==> config.mk <==
export PLATFORM = sky130hd
export DESIGN_NAME = cmd_assembler
export DESIGN_NICKNAME = d
export VERILOG_FILES = /design/src/rtl/cmd_assembler_pkg.sv /design/src/rtl/cmd_timeout_ctr.sv /design/src/rtl/cmd_assembler.sv
export SDC_FILE = /design/constraint.sdc
export NUM_CORES = 1
export LEC_CHECK = 0
export BUFFER_PORTS_ARGS = -buffer_cell sky130_fd_sc_hd__buf_2
export CAP_MARGIN = 20
export CORE_MARGIN = 2
export CORE_UTILIZATION = 23
export DETAILED_ROUTE_END_ITERATION = 12
export HOLD_SLACK_MARGIN = 0.05
export PLACE_DENSITY_LB_ADDON = 0.25
export SYNTH_ARGS = -nofsm -noshare
export SYNTH_HDL_FRONTEND = slang
export SYNTH_HIERARCHICAL = 1
export SYNTH_SLANG_ARGS = --single-unit
==> constraint.sdc <==
create_clock -name clock -period 2.71 [get_ports clock]
set_input_delay 0.271 -clock clock [delete_from_list [all_inputs] [get_ports clock]]
set_output_delay 0.271 -clock clock [all_outputs]
set_load 0.02 [all_outputs]
==> src/rtl/cmd_assembler_pkg.sv <==
// cmd_assembler_pkg
//   Shared constants for the SUMP command assembler: command-length bit,
//   long-command data length, well-known opcodes and the FSM state encoding.
package cmd_assembler_pkg;

  localparam int CMD_LONG_BIT   = 7;
  localparam int CMD_DATA_BYTES = 4;

  localparam logic [7:0] OP_RESET     = 8'h00;
  localparam logic [7:0] OP_ARM       = 8'h01;
  localparam logic [7:0] OP_QUERY_ID  = 8'h02;
  localparam logic [7:0] OP_SET_FLAGS = 8'h82;

  typedef enum logic {
    ST_IDLE = 1'b0,
    ST_DATA = 1'b1
  } cmd_state_e;

endpackage

==> src/rtl/cmd_timeout_ctr.sv <==
// cmd_timeout_ctr
//   Idle counter for a partially received long command. Counts cycles while
//   run is high and no byte arrives; expire flags the cycle on which the
//   count has reached TIMEOUT_CYCLES-1 with still no byte present.
// Ports:
//   clock   in   system clock
//   reset   in   asynchronous active-high reset
//   run     in   high while the assembler is collecting data bytes
//   clear   in   a byte arrived this cycle; restart the idle count
//   expire  out  idle limit reached this cycle (combinational)
module cmd_timeout_ctr #(
  parameter int TIMEOUT_CYCLES = 1000000
) (
  input  logic clock,
  input  logic reset,
  input  logic run,
  input  logic clear,
  output logic expire
);

  localparam int CW = (TIMEOUT_CYCLES > 2) ? $clog2(TIMEOUT_CYCLES) : 1;
  localparam logic [CW-1:0] CNT_LAST = CW'(TIMEOUT_CYCLES - 1);

  logic [CW-1:0] idle_cnt;

  // A byte on the expiry cycle clears the count, so the byte wins.
  assign expire = run && !clear && (idle_cnt == CNT_LAST);

  always_ff @(posedge clock or posedge reset) begin
    if (reset) begin
      idle_cnt <= '0;
    end else if (!run || clear || expire) begin
      idle_cnt <= '0;
    end else begin
      idle_cnt <= idle_cnt + 1'b1;
    end
  end

endmodule

==> src/rtl/cmd_assembler.sv <==
// cmd_assembler
//   Turns the SUMP byte stream into opcode / config_data / execute for core.
//   Short commands (bit 7 clear) are one byte; long commands (bit 7 set) are
//   followed by four data bytes, least-significant first.
//   Optional: define CMD_TIMEOUT_EN to discard a long command that stalls for
//   TIMEOUT_CYCLES idle cycles (timeout_abort pulses); otherwise DATA waits
//   forever and timeout_abort is tied 0.
// Ports:
//   clock          in   system clock
//   reset          in   asynchronous active-high reset
//   rx_valid       in   one-cycle strobe, rx_data holds a byte
//   rx_data[7:0]   in   received byte
//   opcode[7:0]    out  opcode of last completed command
//   config_data    out  32-bit data of last completed command
//   execute        out  one-cycle pulse, opcode/config_data valid
//   cmd_busy       out  long command partially received
//   timeout_abort  out  one-cycle pulse when a partial command is dropped
//
// state   | meaning
// --------+--------------------------------------------------
// ST_IDLE | waiting for an opcode byte
// ST_DATA | long opcode captured, collecting 4 data bytes
module cmd_assembler
  import cmd_assembler_pkg::*;
#(
  parameter int TIMEOUT_CYCLES = 1000000
) (
  input  logic        clock,
  input  logic        reset,
  input  logic        rx_valid,
  input  logic [7:0]  rx_data,
  output logic [7:0]  opcode,
  output logic [31:0] config_data,
  output logic        execute,
  output logic        cmd_busy,
  output logic        timeout_abort
);

  if (TIMEOUT_CYCLES < 2) begin : g_param_check
    $error("cmd_assembler: TIMEOUT_CYCLES must be at least 2");
  end

  cmd_state_e  state_q, state_d;
  logic [7:0]  op_q;
  logic [31:0] shift_q;
  logic [1:0]  byte_cnt;

  logic        start_short, start_long, data_byte, last_byte;
  logic        timeout_hit;
  logic        exec_d;
  logic [7:0]  opcode_d;
  logic [31:0] config_d;

  assign start_short = (state_q == ST_IDLE) && rx_valid && !rx_data[CMD_LONG_BIT];
  assign start_long  = (state_q == ST_IDLE) && rx_valid &&  rx_data[CMD_LONG_BIT];
  assign data_byte   = (state_q == ST_DATA) && rx_valid;
  assign last_byte   = data_byte && (byte_cnt == 2'(CMD_DATA_BYTES - 1));

`ifdef CMD_TIMEOUT_EN
  cmd_timeout_ctr #(
    .TIMEOUT_CYCLES(TIMEOUT_CYCLES)
  ) u_timeout (
    .clock  (clock),
    .reset  (reset),
    .run    (state_q == ST_DATA),
    .clear  (rx_valid),
    .expire (timeout_hit)
  );

  always_ff @(posedge clock or posedge reset) begin
    if (reset) begin
      timeout_abort <= 1'b0;
    end else begin
      timeout_abort <= timeout_hit;
    end
  end
`else
  assign timeout_hit   = 1'b0;
  assign timeout_abort = 1'b0;
`endif

  // state register
  always_ff @(posedge clock or posedge reset) begin
    if (reset) begin
      state_q <= ST_IDLE;
    end else begin
      state_q <= state_d;
    end
  end

  // next-state logic
  always_comb begin
    state_d = state_q;
    case (state_q)
      ST_IDLE: if (start_long) state_d = ST_DATA;
      ST_DATA: if (last_byte || timeout_hit) state_d = ST_IDLE;
      default: state_d = ST_IDLE;
    endcase
  end

  // output logic: next values for the registered command interface
  always_comb begin
    exec_d   = 1'b0;
    opcode_d = opcode;
    config_d = config_data;
    if (start_short) begin
      exec_d   = 1'b1;
      opcode_d = rx_data;
      config_d = '0;
    end else if (last_byte) begin
      exec_d   = 1'b1;
      opcode_d = op_q;
      config_d = {rx_data, shift_q[31:8]};
    end
  end

  always_ff @(posedge clock or posedge reset) begin
    if (reset) begin
      opcode      <= '0;
      config_data <= '0;
      execute     <= 1'b0;
      op_q        <= '0;
      shift_q     <= '0;
      byte_cnt    <= '0;
    end else begin
      execute <= exec_d;
      if (exec_d) begin
        opcode      <= opcode_d;
        config_data <= config_d;
      end
      if (start_long) begin
        op_q     <= rx_data;
        byte_cnt <= '0;
      end
      if (data_byte) begin
        shift_q  <= {rx_data, shift_q[31:8]};
        byte_cnt <= byte_cnt + 1'b1;
      end
    end
  end

  assign cmd_busy = (state_q == ST_DATA);

endmodule

=== Word-level counts from Yosys, hierarchy flattened ===
Index checks and enable logic that the tools add are counted.

* Flip-flop bits (word level): 84
* Latch bits: 0
* RAM bits: 0
* Bits in read-only memories: 0
* Input bits: 11
* Word-level logic and storage cells: 30
* Memories: 0

* Add/sub/neg operators: 1
* $mul: 0
* Divide/modulo/power cells: 0
* Order comparisons: 0
* Equal/unequal tests: 1
* Shift-type cells: 0
* Muxes and demuxes: 11
* Bitwise gates (word level): 1
* Reduce and logical (&&, ||, !) cells: 9

{| class="wikitable"
|+ Operators with widths
! kind !! count
|-
| 32-bit 2-to-1 mux || 2
|-
| 8-bit 2-to-1 mux || 2
|-
| 1-bit logical AND || 5
|-
| 1-bit 2-to-1 mux || 4
|-
| 2-bit 2-to-1 mux || 2
|-
| 2-bit nonzero test || 2
|-
| 2-bit by 1-bit adder with 2-bit output, second input constant || 1
|-
| 2-bit equality test, second input constant || 1
|-
| 1-bit case mux with 2 select lines || 1
|-
| 2-bit AND reduction || 1
|-
| 1-bit logical NOT || 1
|-
| 1-bit inverter || 1
|}

=== Longest topological paths before layout ===
Gate-level depths: netlist of run 1.

* Depth after elaboration: 5
* Mapped depth: 5

=== Worst setup path after synthesis of run 1 ===
OpenSTA, ideal clock, no wires.

* Kind: reg2reg
* Start: register state_q, in the netlist cmd_busy
* End: register shift_q[16]
* Setup time: 0.125 ns
* Arrival time: 1.332 ns
* Data required time: 2.585 ns
* Setup slack: 1.253 ns
* Stages on the path, launching flop included: 5
* Path buffers: 2
* Path through: dfrtp_1 > buf_4 > nand2_2 > buf_2 > mux2_2

* Word-level cells in the longest chain between the ends: 1

{| class="wikitable"
|+ Ends and longest elaborated chain
! what !! line !! source
|-
| from (decl) || cmd_assembler.sv:43 || <nowiki>cmd_state_e state_q, state_d;</nowiki>
|-
| from (signal assigned) || cmd_assembler.sv:87 || <nowiki>state_q <= state_d;</nowiki>
|-
| 1-bit logical AND || cmd_assembler.sv:56 || <nowiki>assign data_byte = (state_q == ST_DATA) && rx_valid;</nowiki>
|-
| to (signal assigned) || cmd_assembler.sv:136 || <nowiki>shift_q <= {rx_data, shift_q[31:8]};</nowiki>
|-
| to (decl) || cmd_assembler.sv:45 || <nowiki>logic [31:0] shift_q;</nowiki>
|}

Every way passes these cells.
A chain may end at the register's enable or synchronous reset.

=== Final worst setup path of run 1 ===
* Start: register state_q, in the netlist cmd_busy
* End: register config_data[9]

* Word-level cells in the longest chain between the ends: 5
* Elaborated cells on any way between the ends: 10
* Classes of those cells: 3 x mux; 1 x bitwise; 6 x reduce/logical

{| class="wikitable"
|+ Ends and longest elaborated chain
! what !! line !! source
|-
| 1-bit logical AND or 1-bit inverter (tied branches) || - ||
|-
| 1-bit logical AND, on equally long branches || cmd_assembler.sv:57, cmd_assembler.sv:54 ||
|-
| 1-bit 2-to-1 mux or 1-bit logical AND (tied branches) || cmd_assembler.sv:110, cmd_assembler.sv:54 ||
|-
| 1-bit 2-to-1 mux or 2-bit nonzero test (tied branches) || - ||
|-
| 2-bit AND reduction (no source line) || - ||
|-
| to (signal assigned) || cmd_assembler.sv:129 || <nowiki>config_data <= config_d;</nowiki>
|-
| to (decl) || cmd_assembler.sv:33 || <nowiki>output logic [31:0] config_data,</nowiki>
|}

Parallel ways exist; a longest one is shown, timed or not.

==> impl_metrics.env, run 1 <==
export IMPL_critical_path_n_buffers_inverters=2
export IMPL_worst_endpoint_required_ns=2.94
export IMPL_flops_latches_synth=76
export IMPL_internal_power_contribution_mw=3.05
export IMPL_final_cell_count_no_fill=502
export IMPL_synth_seq_area_share=0.576
export IMPL_hold_path_class="input port to asynchronous set/reset pin"
export IMPL_final_setup_skew_ns=0.00979
export IMPL_ctsHtreeMaxLevel=3
export IMPL_cpPeakStageDelay_ns=0.66
export IMPL_syn_cell_area_um2=3300
export IMPL_antenna_found_initial=0
export IMPL_clock_tree_buffer_depth=2
export IMPL_maxCapViolCount=0
export IMPL_power_frac_comb=0.330
export IMPL_timing_final_crit_share=0.661
export IMPL_viasPerCell=4.62
export IMPL_hold_viol_final=0
export IMPL_clk_pin_slew_worst_paths_ns=0.07
export IMPL_rel_slew_slack=0.457
export IMPL_critPathKind="flop to flop"
export IMPL_postRouteWirelength_um=8150
export IMPL_status="complete, no violations"
export IMPL_crit_path_end_kind="flop"
export IMPL_routabilityCongestion=0.713
export IMPL_critical_path_startpoint="cmd_busy"
export IMPL_start_kind="flop"
export IMPL_die_width_um=124
export IMPL_drv_slew=0
export IMPL_series_of_cell_instances_along_the_critical_path="buf_4 -> nor3b_4 -> buf_4 -> o31ai_1"
export IMPL_cpMaxStageDelayCell="dfrtp_2"
export IMPL_port_buffers=52
export IMPL_postRouteAntennaNets=0
export IMPL_path_common_cell="buf_4"
export IMPL_per_cell_routed_wire_length_um=16.2
export IMPL_p_clk_frac=0.257
export IMPL_worst_path_dominant_cell_family="flip-flops"
export IMPL_initial_util=0.237
export IMPL_total_clock_buffers_created_by_cts=9
export IMPL_fp_coreArea_um2=13900
export IMPL_drt_initial_drc_count=155
export IMPL_swShare=0.365
export IMPL_flop_pwr_share=0.413
export IMPL_static_leakage_power_nw=1.82
export IMPL_ctsHoldBuffers=0
export IMPL_first_global_vias=2367
export IMPL_ios=54
export IMPL_cts_sink_count=76
export IMPL_yosysUniqueCellTypes=27
export IMPL_yosys_warnings=6
export IMPL_final_util=0.290
export IMPL_grt_util_all_layers=0.113
export IMPL_power_density_cell_area_nw_per_um2=1190
export IMPL_grt_first_pass_wirelength_um=13000
export IMPL_postSynthNetCount=284
export IMPL_postCtsResizedCells=0
export IMPL_cts_tree="yes"
export IMPL_drive_gt1_frac=0.360
export IMPL_filler_cells_inserted=1437
export IMPL_leading_register_cell_type_out_of_synthesis="dfrtp_1"
export IMPL_post_layout_total_power_mw=4.81
export IMPL_fmax_mhz=558
export IMPL_synth_top_area_frac=0.576
export IMPL_setup_violations_final=0
export IMPL_path_max_fanout=32
export IMPL_cp_data_arrival_time_ns=2.02
export IMPL_clk_latency_ns=0.33
export IMPL_area_growth_pct=22.7
export IMPL_grt_setup_unrepaired="false"
export IMPL_numnets_final=329
export IMPL_reg2reg_from="cmd_busy"
export IMPL_yosys_area_top_type="dfrtp_1"
export IMPL_detailroute_via_count=2321
export IMPL_firstDrtPassIters=4
export IMPL_syn_area_cell_um2=12.1
export IMPL_netSwitchingPower_mw=1.76
export IMPL_die_area_um2=15300
export IMPL_synth_top_cells_by_count="76 x dfrtp_1, 35 x inv_1, 33 x nand4_1, 33 x o31ai_1, 31 x mux2_2"
export IMPL_placedCellCount=486
export IMPL_antenna_cells_inserted=0
export IMPL_worst_slew_pin_slew_ns=0.815
export IMPL_die_h_um=124
export IMPL_fp_row_count=43
export IMPL_grt_start_max_net_pins=46
export IMPL_finalSetupTns_ns=0
export IMPL_synthesis_instances=272
export IMPL_async_reset_ff_frac=1.00
export IMPL_synth_top_cells_by_area="dfrtp_1 58%, mux2_2 11%, o31ai_1 7.5%"
export IMPL_synthMostInstantiatedCell="dfrtp_1"
export IMPL_gr_total_overflow=0
export IMPL_power_ir_vdd_worst_mv=0.433
export IMPL_min_period_ns=1.79
export IMPL_clock_root_buffer="clkbuf_16"
export IMPL_reg2reg_setup_slack_ns=0.92
export IMPL_number_of_enable_type_register_cells_in_the_synthesized_netlist=0
export IMPL_postCtsSetupBuffers=0
export IMPL_route_detailed_drc=0
export IMPL_post_dp_hpwl_um=5640
==> flip-flops by register name, summed over array words and instances (netlist names) <==
register / flops
shift_q: 24
config_data: 32
op_q: 8
execute: 1
byte_cnt: 2
opcode: 8
cmd_busy: 1
==> per-stage QoR <==
| stage | cell area, um^2 | setup WS (ns) | hold slack, ns |
|---|---|---|---|
| floorplan | 3300 | 0.501 | 0.421 |
| global placement | 3740 | 0.955 | 0.451 |
| detailed placement | 3740 | 0.877 | 0.460 |
| CTS | 4050 | 0.878 | 0.104 |
| global route | 4050 | 0.802 | 0.130 |
| finish | 4050 | 0.918 | 0.0484 |
==> power by group through the flow <==
stage,clock network (mW),registers [mW],logic [mW]
5_1_grt,1.32,2.06,1.75
6_report,1.24,1.99,1.59
3_5_place_dp,0,2.01,1.61
3_3_place_gp,0,2.01,1.58
4_1_cts,1.26,2.00,1.62
2_1_floorplan,0,2.20,0.871
==> cells in the final DEF (no fill, tap or decap), drive strengths merged <==
cell type	n
mux2i	1
dfrtp	76
clkbuf	10
nand2b	1
nand3b	1
clkinv	1
buf	62
conb	1
nand2	2
and3	2
a311o	7
nor3b	1
o21ai	1
o31ai	33
nand3	1
nand4	33
or3b	1
a31o	1
clkinvlp	3
nor4bb	7
bufinv	1
and4	7
inv	36
o21a	1
mux2	31
ha	1
==> routing by layer <==
metal | track usage | up-vias | wire, um
li1 | - | 1088 | -
met1 | 0.165 | 1172 | 4050
met2 | 0.164 | 53 | 3640
met3 | 0.0247 | 8 | 355
met4 | 0.0384 | 0 | 100
met5 | 0 | - | 0
==> final cells by class <==
cell class / count / area [um^2] / share of cell area
repair buffers: 62 / 348 / 0.0859
clock buffers: 10 / 239 / 0.0590
flip-flops and latches: 76 / 1900 / 0.470
well taps: 180 / 225 / 0.0556
inverters: 35 / 133 / 0.0328
clock inverters: 6 / 70.1 / 0.0173
multi-input cells: 133 / 1130 / 0.279
==> path summary, 6_finish.rpt <==
| kind | end | cells past startpoint |
|---|---|---|
| worst max-delay path | config_data[9] | 4 |
| worst min-delay path | config_data[17] | 2 |
| worst max register to register | config_data[9] | 4 |
| worst min register to register | byte_cnt[0] | 1 |
| max in group asynchronous | config_data[28] | 3 |
| min in group clock | op_q[3] | 2 |
==> kinds of logic after synthesis <==
| logic type | synth area share |
|---|---|
| compound gates | 0.103 |
| fa+ha+maj | 0.00379 |
| buf+inv | 0.0830 |
| flops | 0.576 |
| mux | 0.109 |
| other cells | 0.00114 |
| simple gates | 0.124 |
(Power assumes the default switching activity.)
==> inputs of run 2 (changes only) <==
==> constraint.sdc (replaced) <==
create_clock -name clock -period 1.7 [get_ports clock]
set_input_delay 0.17 -clock clock [delete_from_list [all_inputs] [get_ports clock]]
set_output_delay 0.17 -clock clock [all_outputs]
set_load 0.02 [all_outputs]
==> run 2 against run 1 <==
Setup slack worse by 0.75 ns. Global-route usage is 0.22 points higher. First-iteration DRC count is 17% lower. Design area is 0.37% higher. Final cell count is 1.0% higher. Maximum frequency is 17% higher. Sequential share of layout area is 0.20 points lower. Total power is 56% higher. Worst hold slack better by 0.079 ns. Critical endpoint is now config_data[17]. Largest cell class unchanged. Largest power group unchanged.
==> impl_metrics.env, run 2 (synthesized netlist as in run 1, its figures left out) <==
export IMPL_status="complete, no violations"
export IMPL_fp_coreArea_um2=13900
export IMPL_power_density_cell_area_nw_per_um2=1850
export IMPL_layout_common_cells="76 x dfrtp_1, 52 x buf_2, 34 x inv_1, 33 x nand4_1, 33 x o31ai_1"
export IMPL_layout_top_registers="config_data: 32 flops, shift_q: 24 flops"
export IMPL_timing_hold_worst_start="rx_data[0]"
export IMPL_route_detailed_drc=0
export IMPL_antenna_cells_inserted=0
export IMPL_routabilityCongestion=0.716
export IMPL_gr_total_overflow=0
export IMPL_port_buffers=52
export IMPL_p_clk_frac=0.233
export IMPL_path_max_fanout=33
export IMPL_power_frac_comb=0.352
export IMPL_internal_power_contribution_mw=4.74
export IMPL_worst_endpoint_required_ns=1.93
export IMPL_hold_path_class="input port to flop"
export IMPL_drv_slew=0
export IMPL_drt_initial_drc_count=129
export IMPL_reg2reg_setup_slack_ns=0.17
export IMPL_start_kind="flop"
export IMPL_antenna_found_initial=0
export IMPL_cts_tree="yes"
export IMPL_critPathKind="flop to flop"
export IMPL_total_clock_buffers_created_by_cts=9
export IMPL_cts_sink_count=76
export IMPL_numnets_final=334
export IMPL_power_ir_vdd_worst_mv=0.719
export IMPL_clk_latency_ns=0.34
export IMPL_timing_final_crit_share=0.901
export IMPL_die_area_um2=15300
export IMPL_firstDrtPassIters=4
export IMPL_maxCapViolCount=0
export IMPL_static_leakage_power_nw=1.84
export IMPL_whs_path_depth=2
export IMPL_min_period_ns=1.53
export IMPL_setup_violations_final=0
export IMPL_grt_setup_unrepaired="false"
export IMPL_critical_path_startpoint="cmd_busy"
export IMPL_per_cell_routed_wire_length_um=16.2
export IMPL_layout_cells_most_common="dfrtp_1"
export IMPL_first_global_vias=2391
export IMPL_grt_first_pass_wirelength_um=13100
export IMPL_die_width_um=124
export IMPL_clock_tree_buffer_depth=2
export IMPL_drive_gt1_frac=0.361
export IMPL_finalSetupTns_ns=0
export IMPL_postRouteAntennaNets=0
export IMPL_hold_viol_final=0
export IMPL_area_growth_pct=23.1
export IMPL_postCtsSetupBuffers=0
export IMPL_largest_register_ff_count=32
export IMPL_postRouteWirelength_um=8230
export IMPL_flop_pwr_share=0.416
export IMPL_crit_path_end_kind="flop"
export IMPL_final_setup_skew_ns=0.00596
export IMPL_ios=54
export IMPL_clk_pin_slew_worst_paths_ns=0.06
export IMPL_fp_row_count=43
export IMPL_viasPerCell=4.54
export IMPL_cp_data_arrival_time_ns=1.76
export IMPL_swShare=0.368
export IMPL_ctsHtreeMaxLevel=3
export IMPL_grt_start_max_net_pins=38
export IMPL_reg2reg_from="cmd_busy"
export IMPL_initial_util=0.237
export IMPL_fmax_mhz=653
export IMPL_netSwitchingPower_mw=2.76
export IMPL_reg2reg_depth=4
export IMPL_die_h_um=124
export IMPL_detailroute_via_count=2303
export IMPL_grt_util_all_layers=0.115
export IMPL_clock_root_buffer="clkbuf_16"
export IMPL_max_flop_register="config_data"
export IMPL_post_layout_total_power_mw=7.50
export IMPL_post_dp_hpwl_um=5660
## run 2: cell type report
type | instances | area [um^2]
Fill cell | 1421 | 9870
Sequential cell | 76 | 1900
Inverter | 35 | 135
Clock buffer | 11 | 243
Clock inverter | 5 | 27.5
Tap cell | 180 | 225
Multi-Input combinational cell | 133 | 1130
Timing Repair Buffer | 67 | 400
## run 2: per-stage QoR
| step | setup WS (ns) | hold slack (ns) | instance area, um^2 | std cells | util |
|---|---|---|---|---|---|
| 6_report | 0.169 | 0.127 | 4060 | 507 | 0.292 |
| 4_1_cts | 0.158 | 0.121 | 4060 | 507 | 0.292 |
| 2_1_floorplan | 0.243 | 0.320 | 3300 | 272 | - |
| 5_1_grt | 0.0520 | 0.131 | 4060 | 507 | 0.292 |
| 3_5_place_dp | 0.160 | 0.225 | 3780 | 490 | 0.271 |
| 3_3_place_gp | 0.222 | 0.218 | 3780 | 490 | 0.271 |
## run 2: what timing repair did
action,CTS,global route
endpoints found under the hold margin,18,0
hold buffers,1,0
resized for setup,0,0
## run 2: layer usage
layer	global-route usage	routed length, um	vias up
met2	0.167	3640	43
met4	0.0490	144	0
met3	0.0293	289	11
li1	-	-	1106
met1	0.162	4150	1143
met5	0	0	-
## run 2: worst paths after layout
path | end
max | config_data[17]
min reg2reg | op_q[7]
min | op_q[0]
max reg2reg | config_data[17]
max in group asynchronous | byte_cnt[0]
min in group asynchronous | config_data[12]
## run 2: critical path: stages (launching register included)
cell     delay, ns
dfrtp_1       0.48
buf_4         0.38
nor3b_4       0.08
buf_4         0.22
o31ai_1       0.27
## run 2: power groups by stage
stage,sequential (mW),combinational (mW),clock (mW)
after floorplan,3.50,1.39,0
after global placement,3.13,2.64,0
after detailed placement,3.15,2.66,0
after CTS,3.13,2.68,1.80
after global routing,3.24,2.90,1.88
final,3.12,2.64,1.75
